### config.mk
export PLATFORM = sky130hd
export DESIGN_NAME = apb_master_bridge_flat
export DESIGN_NICKNAME = d
export VERILOG_FILES = /design/src/rtl/apb_master_bridge_pkg.sv /design/src/rtl/apb_master_bridge_if.sv /design/src/rtl/apb_master_bridge_timeout.sv /design/src/rtl/apb_master_bridge.sv /design/src/flat_wrapper.sv
export SDC_FILE = /design/constraint.sdc
export NUM_CORES = 1
export LEC_CHECK = 0
export CAP_MARGIN = 10
export CORE_MARGIN = 3
export CORE_UTILIZATION = 30
export DETAILED_ROUTE_END_ITERATION = 12
export GPL_TIMING_DRIVEN = 1
export SLEW_MARGIN = 20
export SYNTH_ARGS = -nofsm -noshare
export SYNTH_HDL_FRONTEND = slang
export SYNTH_SLANG_ARGS = --single-unit
export TNS_END_PERCENT = 1
### constraint.sdc
create_clock -name PCLK -period 3.6 [get_ports PCLK]
set_clock_uncertainty 0.05 [all_clocks]
set_input_delay 0.36 -clock PCLK [delete_from_list [all_inputs] [get_ports PCLK]]
set_output_delay 0.36 -clock PCLK [all_outputs]
set_load 0.02 [all_outputs]
### src/rtl/apb_master_bridge_pkg.sv
// Shared types and constants for apb_master_bridge.
// The timeout feature is enabled by defining APB_MASTER_BRIDGE_TIMEOUT_EN.
package apb_master_bridge_pkg;

  typedef enum logic [1:0] {
    IDLE   = 2'd0,
    SETUP  = 2'd1,
    ACCESS = 2'd2,
    RESP   = 2'd3
  } state_t;

  localparam int unsigned DEF_ADDR_W  = 8;
  localparam int unsigned DEF_DATA_W  = 8;
  localparam int unsigned DEF_TIMEOUT = 16;

  // Bits needed to hold the value n (never less than one bit).
  function automatic int unsigned cnt_width(input int unsigned n);
    int unsigned w;
    w = $clog2(n + 1);
    return (w < 1) ? 1 : w;
  endfunction

  localparam int unsigned TO_CNT_W = cnt_width(DEF_TIMEOUT);

endpackage

### src/rtl/apb_master_bridge_if.sv
// Command, response and APB bus bundle for apb_master_bridge.
// master = bridge side, slave = requester + APB peripheral side.
interface apb_master_bridge_if
  import apb_master_bridge_pkg::*;
#(
  parameter int unsigned ADDR_W = DEF_ADDR_W,
  parameter int unsigned DATA_W = DEF_DATA_W
);

  logic              cmd_valid;
  logic              cmd_ready;
  logic              cmd_write;
  logic [ADDR_W-1:0] cmd_addr;
  logic [DATA_W-1:0] cmd_wdata;

  logic              rsp_valid;
  logic              rsp_ready;
  logic [DATA_W-1:0] rsp_rdata;
  logic              rsp_error;

  logic              PSEL;
  logic              PENABLE;
  logic [ADDR_W-1:0] PADDR;
  logic              PWRITE;
  logic [DATA_W-1:0] PWDATA;
  logic [DATA_W-1:0] PRDATA;
  logic              PREADY;

  modport master (
    input  cmd_valid, cmd_write, cmd_addr, cmd_wdata, rsp_ready, PRDATA, PREADY,
    output cmd_ready, rsp_valid, rsp_rdata, rsp_error,
           PSEL, PENABLE, PADDR, PWRITE, PWDATA
  );

  modport slave (
    output cmd_valid, cmd_write, cmd_addr, cmd_wdata, rsp_ready, PRDATA, PREADY,
    input  cmd_ready, rsp_valid, rsp_rdata, rsp_error,
           PSEL, PENABLE, PADDR, PWRITE, PWDATA
  );

endinterface

### src/rtl/apb_master_bridge_timeout.sv
// ACCESS wait-state counter for apb_master_bridge; used only when
// APB_MASTER_BRIDGE_TIMEOUT_EN is defined.
module apb_timeout_counter
  import apb_master_bridge_pkg::*;
#(
  parameter int unsigned TIMEOUT = DEF_TIMEOUT
) (
  input  logic PCLK,
  input  logic PRESET,
  input  logic clr,
  input  logic inc,
  output logic terminal
);

  localparam int unsigned W    = cnt_width(TIMEOUT);
  localparam logic [W-1:0] LAST = W'(TIMEOUT - 1);

  logic [W-1:0] cnt;

  // Saturates at LAST so a stalled increment can never wrap back to zero.
  always_ff @(posedge PCLK) begin
    if (PRESET || clr) begin
      cnt <= '0;
    end else if (inc && (cnt != LAST)) begin
      cnt <= cnt + 1'b1;
    end
  end

  assign terminal = (cnt == LAST);

endmodule

### src/rtl/apb_master_bridge.sv
// Single-outstanding command/response to APB master bridge.
// Define APB_MASTER_BRIDGE_TIMEOUT_EN to abort ACCESS after TIMEOUT cycles.
module apb_master_bridge
  import apb_master_bridge_pkg::*;
#(
  parameter int unsigned ADDR_W  = DEF_ADDR_W,
  parameter int unsigned DATA_W  = DEF_DATA_W,
  parameter int unsigned TIMEOUT = DEF_TIMEOUT
) (
  input  logic                 PCLK,
  input  logic                 PRESET,
  apb_master_bridge_if.master  bus
);

  state_t            state;
  logic              psel_q;
  logic              penable_q;
  logic [ADDR_W-1:0] paddr_q;
  logic              pwrite_q;
  logic [DATA_W-1:0] pwdata_q;
  logic              rsp_valid_q;
  logic [DATA_W-1:0] rsp_rdata_q;
  logic              timeout_hit;

`ifdef APB_MASTER_BRIDGE_TIMEOUT_EN
  logic rsp_error_q;
  logic terminal;

  apb_timeout_counter #(
    .TIMEOUT (TIMEOUT)
  ) u_timeout (
    .PCLK     (PCLK),
    .PRESET   (PRESET),
    .clr      (state != ACCESS),
    .inc      ((state == ACCESS) && !bus.PREADY),
    .terminal (terminal)
  );

  assign timeout_hit   = terminal && !bus.PREADY;
  assign bus.rsp_error = rsp_error_q;
`else
  logic [31:0] timeout_unused;
  assign timeout_unused = TIMEOUT;
  assign timeout_hit    = 1'b0;
  assign bus.rsp_error  = 1'b0;
`endif

  always_ff @(posedge PCLK) begin
    if (PRESET) begin
      state       <= IDLE;
      psel_q      <= 1'b0;
      penable_q   <= 1'b0;
      paddr_q     <= '0;
      pwrite_q    <= 1'b0;
      pwdata_q    <= '0;
      rsp_valid_q <= 1'b0;
      rsp_rdata_q <= '0;
`ifdef APB_MASTER_BRIDGE_TIMEOUT_EN
      rsp_error_q <= 1'b0;
`endif
    end else begin
      unique case (state)
        IDLE: begin
          if (bus.cmd_valid) begin
            paddr_q  <= bus.cmd_addr;
            pwrite_q <= bus.cmd_write;
            pwdata_q <= bus.cmd_wdata;
            psel_q   <= 1'b1;
            state    <= SETUP;
          end
        end
        SETUP: begin
          penable_q <= 1'b1;
          state     <= ACCESS;
        end
        ACCESS: begin
          // PREADY has priority over a timeout landing in the same cycle.
          if (bus.PREADY) begin
            rsp_rdata_q <= pwrite_q ? '0 : bus.PRDATA;
`ifdef APB_MASTER_BRIDGE_TIMEOUT_EN
            rsp_error_q <= 1'b0;
`endif
            psel_q      <= 1'b0;
            penable_q   <= 1'b0;
            rsp_valid_q <= 1'b1;
            state       <= RESP;
          end else if (timeout_hit) begin
            rsp_rdata_q <= '0;
`ifdef APB_MASTER_BRIDGE_TIMEOUT_EN
            rsp_error_q <= 1'b1;
`endif
            psel_q      <= 1'b0;
            penable_q   <= 1'b0;
            rsp_valid_q <= 1'b1;
            state       <= RESP;
          end
        end
        RESP: begin
          if (bus.rsp_ready) begin
            rsp_valid_q <= 1'b0;
            state       <= IDLE;
          end
        end
        default: state <= IDLE;
      endcase
    end
  end

  assign bus.cmd_ready = (state == IDLE);
  assign bus.rsp_valid = rsp_valid_q;
  assign bus.rsp_rdata = rsp_rdata_q;
  assign bus.PSEL      = psel_q;
  assign bus.PENABLE   = penable_q;
  assign bus.PADDR     = paddr_q;
  assign bus.PWRITE    = pwrite_q;
  assign bus.PWDATA    = pwdata_q;

endmodule

### src/flat_wrapper.sv
// flat-port wrapper written by rule: the top's interface ports become plain ports
module apb_master_bridge_flat import apb_master_bridge_pkg::*;
#(
  parameter int unsigned ADDR_W  = DEF_ADDR_W,
  parameter int unsigned DATA_W  = DEF_DATA_W,
  parameter int unsigned TIMEOUT = DEF_TIMEOUT
)
  (PCLK, PRESET, bus_cmd_valid, bus_cmd_write, bus_cmd_addr, bus_cmd_wdata, bus_rsp_ready, bus_PRDATA, bus_PREADY, bus_cmd_ready, bus_rsp_valid, bus_rsp_rdata, bus_rsp_error, bus_PSEL, bus_PENABLE, bus_PADDR, bus_PWRITE, bus_PWDATA);
  apb_master_bridge_if #(.ADDR_W(ADDR_W), .DATA_W(DATA_W)) bus_i ();
  input  logic PCLK;
  input  logic PRESET;
  input wire logic [$bits(bus_i.cmd_valid)-1:0] bus_cmd_valid;
  input wire logic [$bits(bus_i.cmd_write)-1:0] bus_cmd_write;
  input wire logic [$bits(bus_i.cmd_addr)-1:0] bus_cmd_addr;
  input wire logic [$bits(bus_i.cmd_wdata)-1:0] bus_cmd_wdata;
  input wire logic [$bits(bus_i.rsp_ready)-1:0] bus_rsp_ready;
  input wire logic [$bits(bus_i.PRDATA)-1:0] bus_PRDATA;
  input wire logic [$bits(bus_i.PREADY)-1:0] bus_PREADY;
  output wire logic [$bits(bus_i.cmd_ready)-1:0] bus_cmd_ready;
  output wire logic [$bits(bus_i.rsp_valid)-1:0] bus_rsp_valid;
  output wire logic [$bits(bus_i.rsp_rdata)-1:0] bus_rsp_rdata;
  output wire logic [$bits(bus_i.rsp_error)-1:0] bus_rsp_error;
  output wire logic [$bits(bus_i.PSEL)-1:0] bus_PSEL;
  output wire logic [$bits(bus_i.PENABLE)-1:0] bus_PENABLE;
  output wire logic [$bits(bus_i.PADDR)-1:0] bus_PADDR;
  output wire logic [$bits(bus_i.PWRITE)-1:0] bus_PWRITE;
  output wire logic [$bits(bus_i.PWDATA)-1:0] bus_PWDATA;
  assign bus_i.cmd_valid = bus_cmd_valid;
  assign bus_i.cmd_write = bus_cmd_write;
  assign bus_i.cmd_addr = bus_cmd_addr;
  assign bus_i.cmd_wdata = bus_cmd_wdata;
  assign bus_i.rsp_ready = bus_rsp_ready;
  assign bus_i.PRDATA = bus_PRDATA;
  assign bus_i.PREADY = bus_PREADY;
  assign bus_cmd_ready = bus_i.cmd_ready;
  assign bus_rsp_valid = bus_i.rsp_valid;
  assign bus_rsp_rdata = bus_i.rsp_rdata;
  assign bus_rsp_error = bus_i.rsp_error;
  assign bus_PSEL = bus_i.PSEL;
  assign bus_PENABLE = bus_i.PENABLE;
  assign bus_PADDR = bus_i.PADDR;
  assign bus_PWRITE = bus_i.PWRITE;
  assign bus_PWDATA = bus_i.PWDATA;
  apb_master_bridge #(.ADDR_W(ADDR_W), .DATA_W(DATA_W), .TIMEOUT(TIMEOUT)) u_core (.PCLK(PCLK), .PRESET(PRESET), .bus(bus_i));
endmodule
### Word-level counts from Yosys, hierarchy flattened

Cells that the tools add are included.

* $add $sub $neg: 0
* multiply operators: 0
* divide/modulo/power cells: 0
* magnitude comparators: 0
* equality and inequality tests: 6
* shift-type cells: 0
* multiplexer cells: 12
* bitwise logic cells: 0
* reductions and logical operators: 10

Operators with widths (number)
* AND reduction 3 bit: 3
* two-way mux 8 bit: 1
* one-hot mux 2 bit (4 select lines): 1
* two-way mux 2 bit: 3
* != test 2 bit, second input constant: 3
* one-hot mux 1 bit (2 select lines): 3
* AND reduction 2 bit: 3
* nonzero test 2 bit: 3
* == test 2 bit, second input constant: 2
* two-way mux 1 bit: 4
* == test 2 x 1 -> 1 bit, second input constant: 1
* zero test 2 bit: 1

* register bits: 30
* bits in latches: 0
* RAM bits: 0
* bits in read-only memories: 0
* input bits: 30
* output and inout bits: 30
* logic and storage cells: 36
* memories: 0

### Depth between registers and ports, before layout

Gate-level depths: netlist of run 1.

* depth after elaboration: 3
* gate-level depth with buffers: 7
* gate-level depth less buffers: 5

### Worst setup path after synthesis of run 1

No wires, ideal clock.

* path kind: reg2reg
* start: register u_core.state[0]
* end: register u_core.state[0]
* library setup time: 87 ps
* data arrival time: 1348 ps
* data required time: 3463 ps
* slack: 2115 ps
* cell stages (with the launch flop): 6
* path buffers: 0
* clock period less this slack: 1485 ps
* cell sequence: dfxtp_1 -> inv_1 -> ha_1 -> nor2b_1 -> or4_1 -> o31ai_1

* word-level cells in the longest chain between the ends: 3
* elaborated cells between the ends (all ways): 9
* classes of those cells: 6 x eq/ne; 1 x mux; 2 x reduce/logical

Ends and longest elaborated chain
* start: declaration: line apb_master_bridge.sv:15 `state_t state;`
* start signal: assignment: line apb_master_bridge.sv:50 `state <= IDLE;`
* start signal: assignment: line apb_master_bridge.sv:69 `state <= SETUP;`
* start signal: assignment: line apb_master_bridge.sv:74 `state <= ACCESS;`
* == test 2 bit / zero test 2 bit (equally long branches): line apb_master_bridge.sv:62 `unique case (state)`
* != test 2 bit (no source line)
* AND reduction 3 bit (no source line)

Several ways; a longest one is shown, not always the timed one.
A chain may end at the register's enable or synchronous reset.

### Final worst setup path of run 1

* start: register u_core.state[0]
* end: output port bus_cmd_ready

* word-level cells in the longest chain between the ends: 1

Ends and longest elaborated chain
* zero test 2 bit: line apb_master_bridge.sv:109 `assign bus.cmd_ready = (state == IDLE);`
* end: declaration: line flat_wrapper.sv:19 `output wire logic [$bits(bus_i.cmd_ready)-1:0] bus_cmd_ready;`

Every way passes these cells.

==> flow_metrics.env, run 1 <==
export IMPL_status="completed"
export IMPL_setup_viol=0
export IMPL_dr_pass1_iters=4
export IMPL_cp_required_ns=3.19
export IMPL_syn_num_nets=185
export IMPL_fin_hold_ws_ns=0.402
export IMPL_routedWlPerCell_um=12.6
export IMPL_layout_commonest_cell="clkdlybuf4s50_1"
export IMPL_ys_types=24
export IMPL_cap_viol_max_count=0
export IMPL_n_fill_cell=368
export IMPL_postSynthAreaPerCell_um2=8.32
export IMPL_routed_wl_mm=3.20
export IMPL_vias_per_cell=4.64
export IMPL_finalMaxSlewViolations=0
export IMPL_cts_buffer_depth=2
export IMPL_critPathLaunchType="flip-flop"
export IMPL_ys_ff_latch=30
export IMPL_hpwl_mm=2.42
export IMPL_clk_latency_ns=0.27
export IMPL_grt_pass1_wl_mm=5.71
export IMPL_hp_start="u_core.bus.PWDATA[3]"
export IMPL_power_mw=1.24
export IMPL_htree_levels=2
export IMPL_ys_seq_area_share_pct=48.4
export IMPL_fin_setup_tns_ns=0
export IMPL_cellPowerDensity_nw_per_um2=642
export IMPL_coreArea_um2=3830
export IMPL_die_x_um=70.3
export IMPL_worstMarginPinSlew_ns=0.587
export IMPL_ir_drop_uv=301
export IMPL_start_util_pct=32.4
export IMPL_place_area_um2=1850
export IMPL_finish_instance_area_um2=1940
export IMPL_post_cts_buffers=0
export IMPL_whs_endpoint="u_core.bus.PWDATA[3]"
export IMPL_drt_iter0_markers=28
export IMPL_rsz0062_at_grt="no"
export IMPL_hold_viol=0
export IMPL_cts_tree="done"
export IMPL_total_leakage_power_nw=0.714
export IMPL_worstPathArrival_ns=1.62
export IMPL_startpoint="u_core.state[0]"
export IMPL_antenna_found_initial=0
export IMPL_cts_sinks=30
export IMPL_syn_to_final_growth_pct=56.2
export IMPL_diodes=0
export IMPL_nets=242
export IMPL_cts_resized=0
export IMPL_io_buffer_count=58
export IMPL_rows=22
export IMPL_rr_endpoint="u_core.state[0]"
export IMPL_period_minus_slack_ns=2.03
export IMPL_min_path_type="flip-flop to flip-flop"
export IMPL_drc=0
export IMPL_dieHeight_um=70.3
export IMPL_reg2regPathDepth=5
export IMPL_cts_hold_fix_buffers=0
export IMPL_fin_crit_sh_pct=56.3
export IMPL_timing_rr_start="u_core.state[0]"
export IMPL_drive_gt1_share_pct=4.83
export IMPL_syn_instance_count=149
export IMPL_overflow=0
export IMPL_ctsRootBufferMaster="clkbuf_8"
export IMPL_io_pins=60
export IMPL_reg2reg_slack_ns=1.78
export IMPL_whs_path_depth=2
export IMPL_grt_max_degree=21
export IMPL_syn_area_um2=1240
export IMPL_fp_dieArea_um2=4940
export IMPL_ant_nets=0
export IMPL_path_class="flip-flop to output pin"
export IMPL_end_kind="output pin"
export IMPL_route_vias_total=1184
export IMPL_numCtsBuffers=5
export IMPL_layout_common_cells="clkdlybuf4s50_1 (58), nand2_1 (47), dfxtp_1 (30)"
export IMPL_path_clk_slew_ns=0.05
export IMPL_final_util_pct=50.6
export IMPL_routabilityCongestion=0.693
export IMPL_fmax_mhz=493
export IMPL_critPathMaxFanout=5
export IMPL_synth_warning_count=0
export IMPL_max_slew_margin_rel_pct=60.9
export IMPL_grtUsageTotal_pct=14.2
export IMPL_grt_pass1_vias=1251
==> worst max-delay path, stage by stage, from the launching register on <==
cell             delay [ns]
dfxtp_1                0.33
inv_1                  0.15
ha_1                   0.24
clkdlybuf4s50_1        0.62
==> how the worst max path moves through the flow <==
| stage | endpoint | slack, ns |
|---|---|---|
| global placement | u_core.state[0] | 1.56 |
| detailed placement | u_core.state[0] | 1.52 |
| floorplan | u_core.state[0] | 2.12 |
| CTS | bus_cmd_ready | 1.57 |
| global route | bus_cmd_ready | 1.49 |
| finish | bus_cmd_ready | 1.57 |
==> stage by stage <==
step / setup WS [ns] / std cells
after floorplan: 2.12 / 149
after global placement: 1.56 / 247
after detailed placement: 1.52 / 247
after CTS: 1.57 / 255
after global routing: 1.49 / 255
final: 1.57 / 255
==> where the power goes <==
part	internal (mW)	total, mW	switching, mW	leakage (nW)
combinational	0.247	0.528	0.281	0.420
clock	0.154	0.265	0.111	0.0482
sequential	0.404	0.452	0.0474	0.245
==> sequential cells by signal, indices dropped and copies added (netlist names) <==
name,flops
u_core.bus.PSEL,1
u_core.bus.PWDATA,8
u_core.state,2
u_core.bus.PENABLE,1
u_core.bus.PWRITE,1
u_core.bus.rsp_valid,1
u_core.bus.rsp_rdata,8
u_core.bus.PADDR,8
==> layout make-up <==
class	instances	area, µm²	share of cell area, %
clock buffer	7	86.3	4.46
inverter	4	15.0	0.775
multi-input combinational	106	582	30.0
clock inverter	1	5.00	0.258
timing repair buffer	59	588	30.4
sequential	30	601	31.0
tap	48	60.1	3.10
==> metal layers <==
layer,share of wire [%],GRT usage (%),wire length [µm]
met5,0,0,0
met4,1.3,5.96,41
met3,6.5,4.89,208
met2,50,24.8,1600
met1,42,15.6,1360
==> cells in the mapped netlist (all sizes together) <==
master / count / share of area, %
nand2: 47 / 14
dfxtp: 30 / 48
a21oi: 27 / 11
nand4b: 8 / 5.7
buf: 7 / 2.8
ha: 6 / 6.1
inv: 4 / 1.2
nor2b: 3 / 1.5
clkbuf: 2 / 0.61
mux2: 2 / 1.8
nor2: 2 / 0.61
a211oi: 1 / 0.61
a32o: 1 / 0.81
and2: 1 / 0.50
conb: 1 / 0.30
mux2i: 1 / 0.81
nor3: 1 / 0.40
o21ai: 1 / 0.40
o21bai: 1 / 0.61
o31ai: 1 / 0.61
or2: 1 / 0.50
or4: 1 / 0.61
==> cell families (layout without fill, tap and decap cells) <==
group | count (synthesis) | count (layout) | share of synthesized area [%]
muxes | 3 | 3 | 2.62
AOI/OAI and AO/OA | 32 | 32 | 13.9
buffers and inverters | 13 | 71 | 4.64
and+or+nand+nor | 64 | 64 | 24.0
adders and majority gates | 6 | 6 | 6.05
DFF | 30 | 30 | 48.4
other | 1 | 1 | 0.302
No activity file was read; power rests on OpenSTA's default activity.
==> run 2, diff against run 1 <==
Clock period 3.6 ns to 1.9 ns, I/O delays scaled along.
==> run 2 against run 1 <==
Compared with the run above:
- first-iteration DRC count rose by 64%
- non-clock buffer count rose by 3
- clock power rose to 3.0 times the previous value
- register-to-register slack got worse by 1.5 ns
- core utilization rose by 1.9 points
- sequential power rose by 89%
- combinational power rose by 95%
- critical endpoint unchanged
- highest routed layer unchanged
==> flow_metrics.env, run 2 (synthesis results as in run 1) <==
export IMPL_drc=0
export IMPL_dr_pass1_iters=6
export IMPL_critPathTopFamily="buffers and inverters"
export IMPL_switchingPower_mw=0.862
export IMPL_coreArea_um2=3830
export IMPL_layout_commonest_cell="clkdlybuf4s50_1"
export IMPL_period_minus_slack_ns=1.82
export IMPL_ir_drop_uv=573
export IMPL_grt_max_degree=31
export IMPL_drt_iter0_markers=46
export IMPL_crit_path_max_incr_delay_ns=0.62
export IMPL_rr_endpoint="u_core.state[0]"
export IMPL_cp_required_ns=1.66
export IMPL_grt_pass1_vias=1256
export IMPL_finish_instance_area_um2=2010
export IMPL_post_cts_buffers=0
export IMPL_numCtsBuffers=5
export IMPL_rows=22
export IMPL_dieHeight_um=70.3
export IMPL_vias_per_cell=4.56
export IMPL_cap_viol_max_count=0
export IMPL_fin_hold_ws_ns=0.403
export IMPL_worstPathCellList="inv_1 -> ha_1 -> clkdlybuf4s50_1"
export IMPL_fin_crit_sh_pct=95.9
export IMPL_slowest_stage="clkdlybuf4s50_1"
export IMPL_syn_to_final_growth_pct=62.2
export IMPL_whs_endpoint="u_core.bus.PADDR[1]"
export IMPL_io_pins=60
export IMPL_layout_common_cells="clkdlybuf4s50_1 (58), nand2_1 (47), dfxtp_1 (30)"
export IMPL_die_x_um=70.3
export IMPL_routedWlPerCell_um=12.7
export IMPL_min_path_type="flip-flop to flip-flop"
export IMPL_power_mw=2.67
export IMPL_place_area_um2=1870
export IMPL_critPathLaunchType="flip-flop"
export IMPL_p_int_mw=1.81
export IMPL_cellPowerDensity_nw_per_um2=1330
export IMPL_cts_resized=0
export IMPL_final_cells=258
export IMPL_dp_cells=250
export IMPL_drive_gt1_share_pct=6.67
export IMPL_p_seq_share_pct=32.0
export IMPL_reg2regPathDepth=5
export IMPL_rsz0062_at_grt="no"
export IMPL_path_class="flip-flop to output pin"
export IMPL_crit_buf_inv=2
export IMPL_regArea_um2=601
export IMPL_n_fill_cell=348
export IMPL_clockPowerShare_pct=29.5
export IMPL_multiInputGateArea_um2=582
export IMPL_start_util_pct=32.4
export IMPL_hpwl_mm=2.43
export IMPL_ant_nets=0
export IMPL_antenna_found_initial=0
export IMPL_p_comb_share_pct=38.5
export IMPL_htree_levels=2
export IMPL_routabilityCongestion=0.795
export IMPL_fp_dieArea_um2=4940
export IMPL_diodes=0
export IMPL_clk_latency_ns=0.27
export IMPL_grt_pass1_wl_mm=5.72
export IMPL_whs_path_depth=2
export IMPL_total_leakage_power_nw=0.752
export IMPL_ctsRootBufferMaster="clkbuf_8"
export IMPL_setup_viol=0
export IMPL_finalMaxSlewViolations=0
export IMPL_cts_hold_fix_buffers=0
export IMPL_worstMarginPinSlew_ns=0.547
export IMPL_path_clk_slew_ns=0.06
export IMPL_cts_sinks=30
export IMPL_timing_rr_start="u_core.state[1]"
export IMPL_worstPathArrival_ns=1.58
export IMPL_fin_setup_tns_ns=0
export IMPL_route_vias_total=1176
export IMPL_status="completed"
export IMPL_critPathMaxFanout=5
export IMPL_routed_wl_mm=3.29
export IMPL_io_buffer_count=58
export IMPL_max_slew_margin_rel_pct=63.5
export IMPL_overflow=0
export IMPL_reg2reg_slack_ns=0.30
export IMPL_grtUsageTotal_pct=14.5
export IMPL_hold_viol=0
export IMPL_nets=245
export IMPL_switching_share_pct=32.2
export IMPL_cts_tree="done"
export IMPL_end_kind="output pin"
export IMPL_fmax_mhz=549
export IMPL_cts_buffer_depth=2
export IMPL_hp_start="u_core.bus.PADDR[1]"
[run 2: cell count changes in the layout (fill, tap and decap cells not counted)]
cell       delta
bufinv_16     +2
clkinv_2      -1
buf_4         +3
clkbuf_1      -1
[run 2: power by group through the flow]
stage	clock network, mW	registers [mW]	logic (mW)
2_1_floorplan	0	0.994	0.477
3_3_place_gp	0	0.862	1.02
3_5_place_dp	0	0.870	1.04
4_1_cts	0.806	0.858	1.04
5_1_grt	0.835	0.876	1.14
6_report	0.790	0.856	1.03
[run 2: layer usage]
metal / vias up / part of all wire (%) / track usage [%]
li1: 612 / - / -
met1: 521 / 40 / 15.5
met2: 38 / 51 / 25.9
met3: 5 / 7.2 / 4.89
met4: 0 / 1.2 / 5.74
met5: - / 0 / 0
[run 2: layout make-up]
| cell class | count | share of cell area [%] |
|---|---|---|
| clock buffer | 6 | 4.11 |
| clock inverter | 2 | 2.99 |
| inverter | 4 | 0.747 |
| multi-input combinational | 106 | 28.9 |
| sequential | 30 | 29.9 |
| tap | 48 | 2.99 |
| timing repair buffer | 62 | 30.4 |
[run 2: per-stage QoR]
| stage | setup slack, ns | utilization (%) |
|---|---|---|
| 2_1_floorplan | 0.415 | - |
| 3_3_place_gp | 0.380 | 48.8 |
| 3_5_place_dp | 0.328 | 48.8 |
| 4_1_cts | 0.0536 | 52.6 |
| 5_1_grt | 0.00733 | 52.6 |
| 6_report | 0.0772 | 52.6 |
[run 2: worst max path at each step]
| stage | cells past startpoint | slack (ns) | end | start |
|---|---|---|---|---|
| 2_1_floorplan | 5 | 0.42 | u_core.state[0] | u_core.state[0] |
| 3_3_place_gp | 5 | 0.38 | u_core.state[0] | u_core.state[1] |
| 3_5_place_dp | 5 | 0.33 | u_core.state[0] | u_core.state[1] |
| 4_1_cts | 3 | 0.05 | bus_cmd_ready | u_core.state[0] |
| 5_1_grt | 3 | 0.007 | bus_cmd_ready | u_core.state[0] |
| 6_report | 3 | 0.08 | bus_cmd_ready | u_core.state[0] |
[run 2: worst reg2reg max path: cells and delay by family (launching register included)]
| family | cells | cell delay (ns) |
|---|---|---|
| AOI/OAI and AO/OA | 1 | 0.08 |
| adders and majority gates | 1 | 0.21 |
| buffers and inverters | 1 | 0.10 |
| DFF | 1 | 0.40 |
| and+or+nand+nor | 2 | 0.66 |
==> run 3, diff against run 2 <==
Settings changed: CORE_MARGIN 3 to not set, CORE_UTILIZATION 30 to 25.
==> run 3 against run 2 <==
Compared with the run above:
- flip-flop and latch count stayed put
- count of clock-buffer cells in the layout did not move
- cell area about the same
- register-to-register slack better by 0.03 ns
- largest power group unchanged
- global-route usage is 2.2 points lower
- highest routed layer unchanged
==> flow_metrics.env, run 3 (synthesis results as in run 1) <==
export IMPL_start_util_pct=26.1
export IMPL_finish_instance_area_um2=2010
export IMPL_end_kind="flip-flop"
export IMPL_coreArea_um2=4750
export IMPL_routabilityCongestion=0.802
export IMPL_dieHeight_um=72.4
export IMPL_io_pins=60
export IMPL_setup_viol=0
export IMPL_dr_pass1_iters=4
export IMPL_grt_pass1_wl_mm=4.93
export IMPL_io_buffer_count=58
export IMPL_critPathMaxFanout=5
export IMPL_die_x_um=72.4
export IMPL_routed_wl_mm=3.14
export IMPL_numCtsBuffers=5
export IMPL_hpwl_mm=2.19
export IMPL_drc=0
export IMPL_drt_iter0_markers=19
export IMPL_rows=25
export IMPL_vias_per_cell=4.18
export IMPL_diodes=0
export IMPL_drive_gt1_share_pct=7.98
export IMPL_routedWlPerCell_um=11.2
export IMPL_fmax_mhz=637
export IMPL_syn_to_final_growth_pct=62.3
export IMPL_route_vias_total=1169
export IMPL_cap_viol_max_count=0
export IMPL_cts_buffer_depth=2
export IMPL_place_area_um2=1910
export IMPL_layout_commonest_cell="clkdlybuf4s50_1"
export IMPL_n_fill_cell=506
export IMPL_ctsRootBufferMaster="clkbuf_8"
export IMPL_fin_crit_sh_pct=82.6
export IMPL_fp_dieArea_um2=5250
export IMPL_critPathLaunchType="flip-flop"
export IMPL_hold_viol=0
export IMPL_layout_common_cells="clkdlybuf4s50_1 (57), nand2_1 (47), dfxtp_1 (30)"
export IMPL_fin_setup_tns_ns=0
export IMPL_rsz0062_at_grt="no"
export IMPL_grtUsageTotal_pct=12.3
export IMPL_total_leakage_power_nw=0.749
export IMPL_cts_hold_fix_buffers=0
export IMPL_cts_sinks=30
export IMPL_cellPowerDensity_nw_per_um2=1210
export IMPL_grt_pass1_vias=1032
export IMPL_finalMaxSlewViolations=0
export IMPL_grt_max_degree=22
export IMPL_clk_latency_ns=0.28
export IMPL_cts_tree="done"
export IMPL_cp_required_ns=2.05
export IMPL_overflow=0
export IMPL_worstPathArrival_ns=1.72
export IMPL_path_class="flip-flop to flip-flop"
export IMPL_antenna_found_initial=0
export IMPL_ant_nets=0
export IMPL_status="completed"
export IMPL_period_minus_slack_ns=1.57
export IMPL_fin_hold_ws_ns=0.398
export IMPL_nets=248
export IMPL_htree_levels=2
export IMPL_path_clk_slew_ns=0.06
export IMPL_ir_drop_uv=699
export IMPL_min_path_type="flip-flop to flip-flop"
## run 3: cell types whose count changed in the layout (fill, tap and decap cells not counted), sizes merged
cell	delta
bufinv	-2
clkinvlp	+1
dlymetal6s2s	+1
clkdlybuf4s50	-1
buf	+3
clkinv	+1
## run 3: layout make-up
class / instances / area [µm²] / share of cell area (%)
Timing Repair Buffer: 65 / 636 / 31.6
Sequential cell: 30 / 601 / 29.9
Multi-Input combinational cell: 106 / 582 / 28.9
Tap cell: 67 / 83.8 / 4.17
Clock buffer: 6 / 82.6 / 4.10
Inverter: 4 / 15.0 / 0.746
Clock inverter: 2 / 12.5 / 0.622
## run 3: what timing repair did
action	4_1_cts	5_1_grt
gates resized for setup	0	1
buffers inserted	0	0
endpoints found under the setup margin	0	1
## run 3: stage by stage
| step | utilization, % | worst slack (ns) | power [mW] | cells |
|---|---|---|---|---|
| after CTS | 42.3 | 0.0452 | 2.48 | 280 |
| after floorplan | - | 0.415 | 1.47 | 149 |
| after global placement | 40.3 | 0.373 | 1.92 | 272 |
| final | 42.3 | 0.330 | 2.43 | 280 |
| after global routing | 42.3 | 0.209 | 2.61 | 280 |
| after detailed placement | 40.3 | 0.331 | 1.93 | 272 |
## run 3: power breakdown
group	internal, mW	switching [mW]
clock network	0.291	0.240
logic	0.501	0.553
registers	0.765	0.0786
## run 3: worst paths after layout
| path | slack (ns) | depth (start not counted) | end | startpoint |
|---|---|---|---|---|
| worst max-delay path | 0.33 | 5 | u_core.state[0] | u_core.state[0] |
| worst min-delay path | 0.40 | 2 | u_core.bus.rsp_rdata[6] | u_core.bus.rsp_rdata[6] |
| worst max register to register | 0.33 | 5 | u_core.state[0] | u_core.state[0] |
| worst min register to register | 0.40 | 2 | u_core.bus.rsp_rdata[6] | u_core.bus.rsp_rdata[6] |
## run 3: layer usage
metal	wire, µm	vias up	GRT usage (%)	share of wire [%]
li1	-	619	-	-
met1	1500	518	15.9	48
met2	1460	28	18.9	47
met3	147	4	3.47	4.7
met4	29	0	5.88	0.92
met5	0	-	0	0
## run 3: critical path: stages, from the launching register on
cell,delay [ns]
dfxtp_1,0.37
inv_1,0.12
ha_1,0.23
nor2b_1,0.14
or4_1,0.52
o31ai_1,0.07
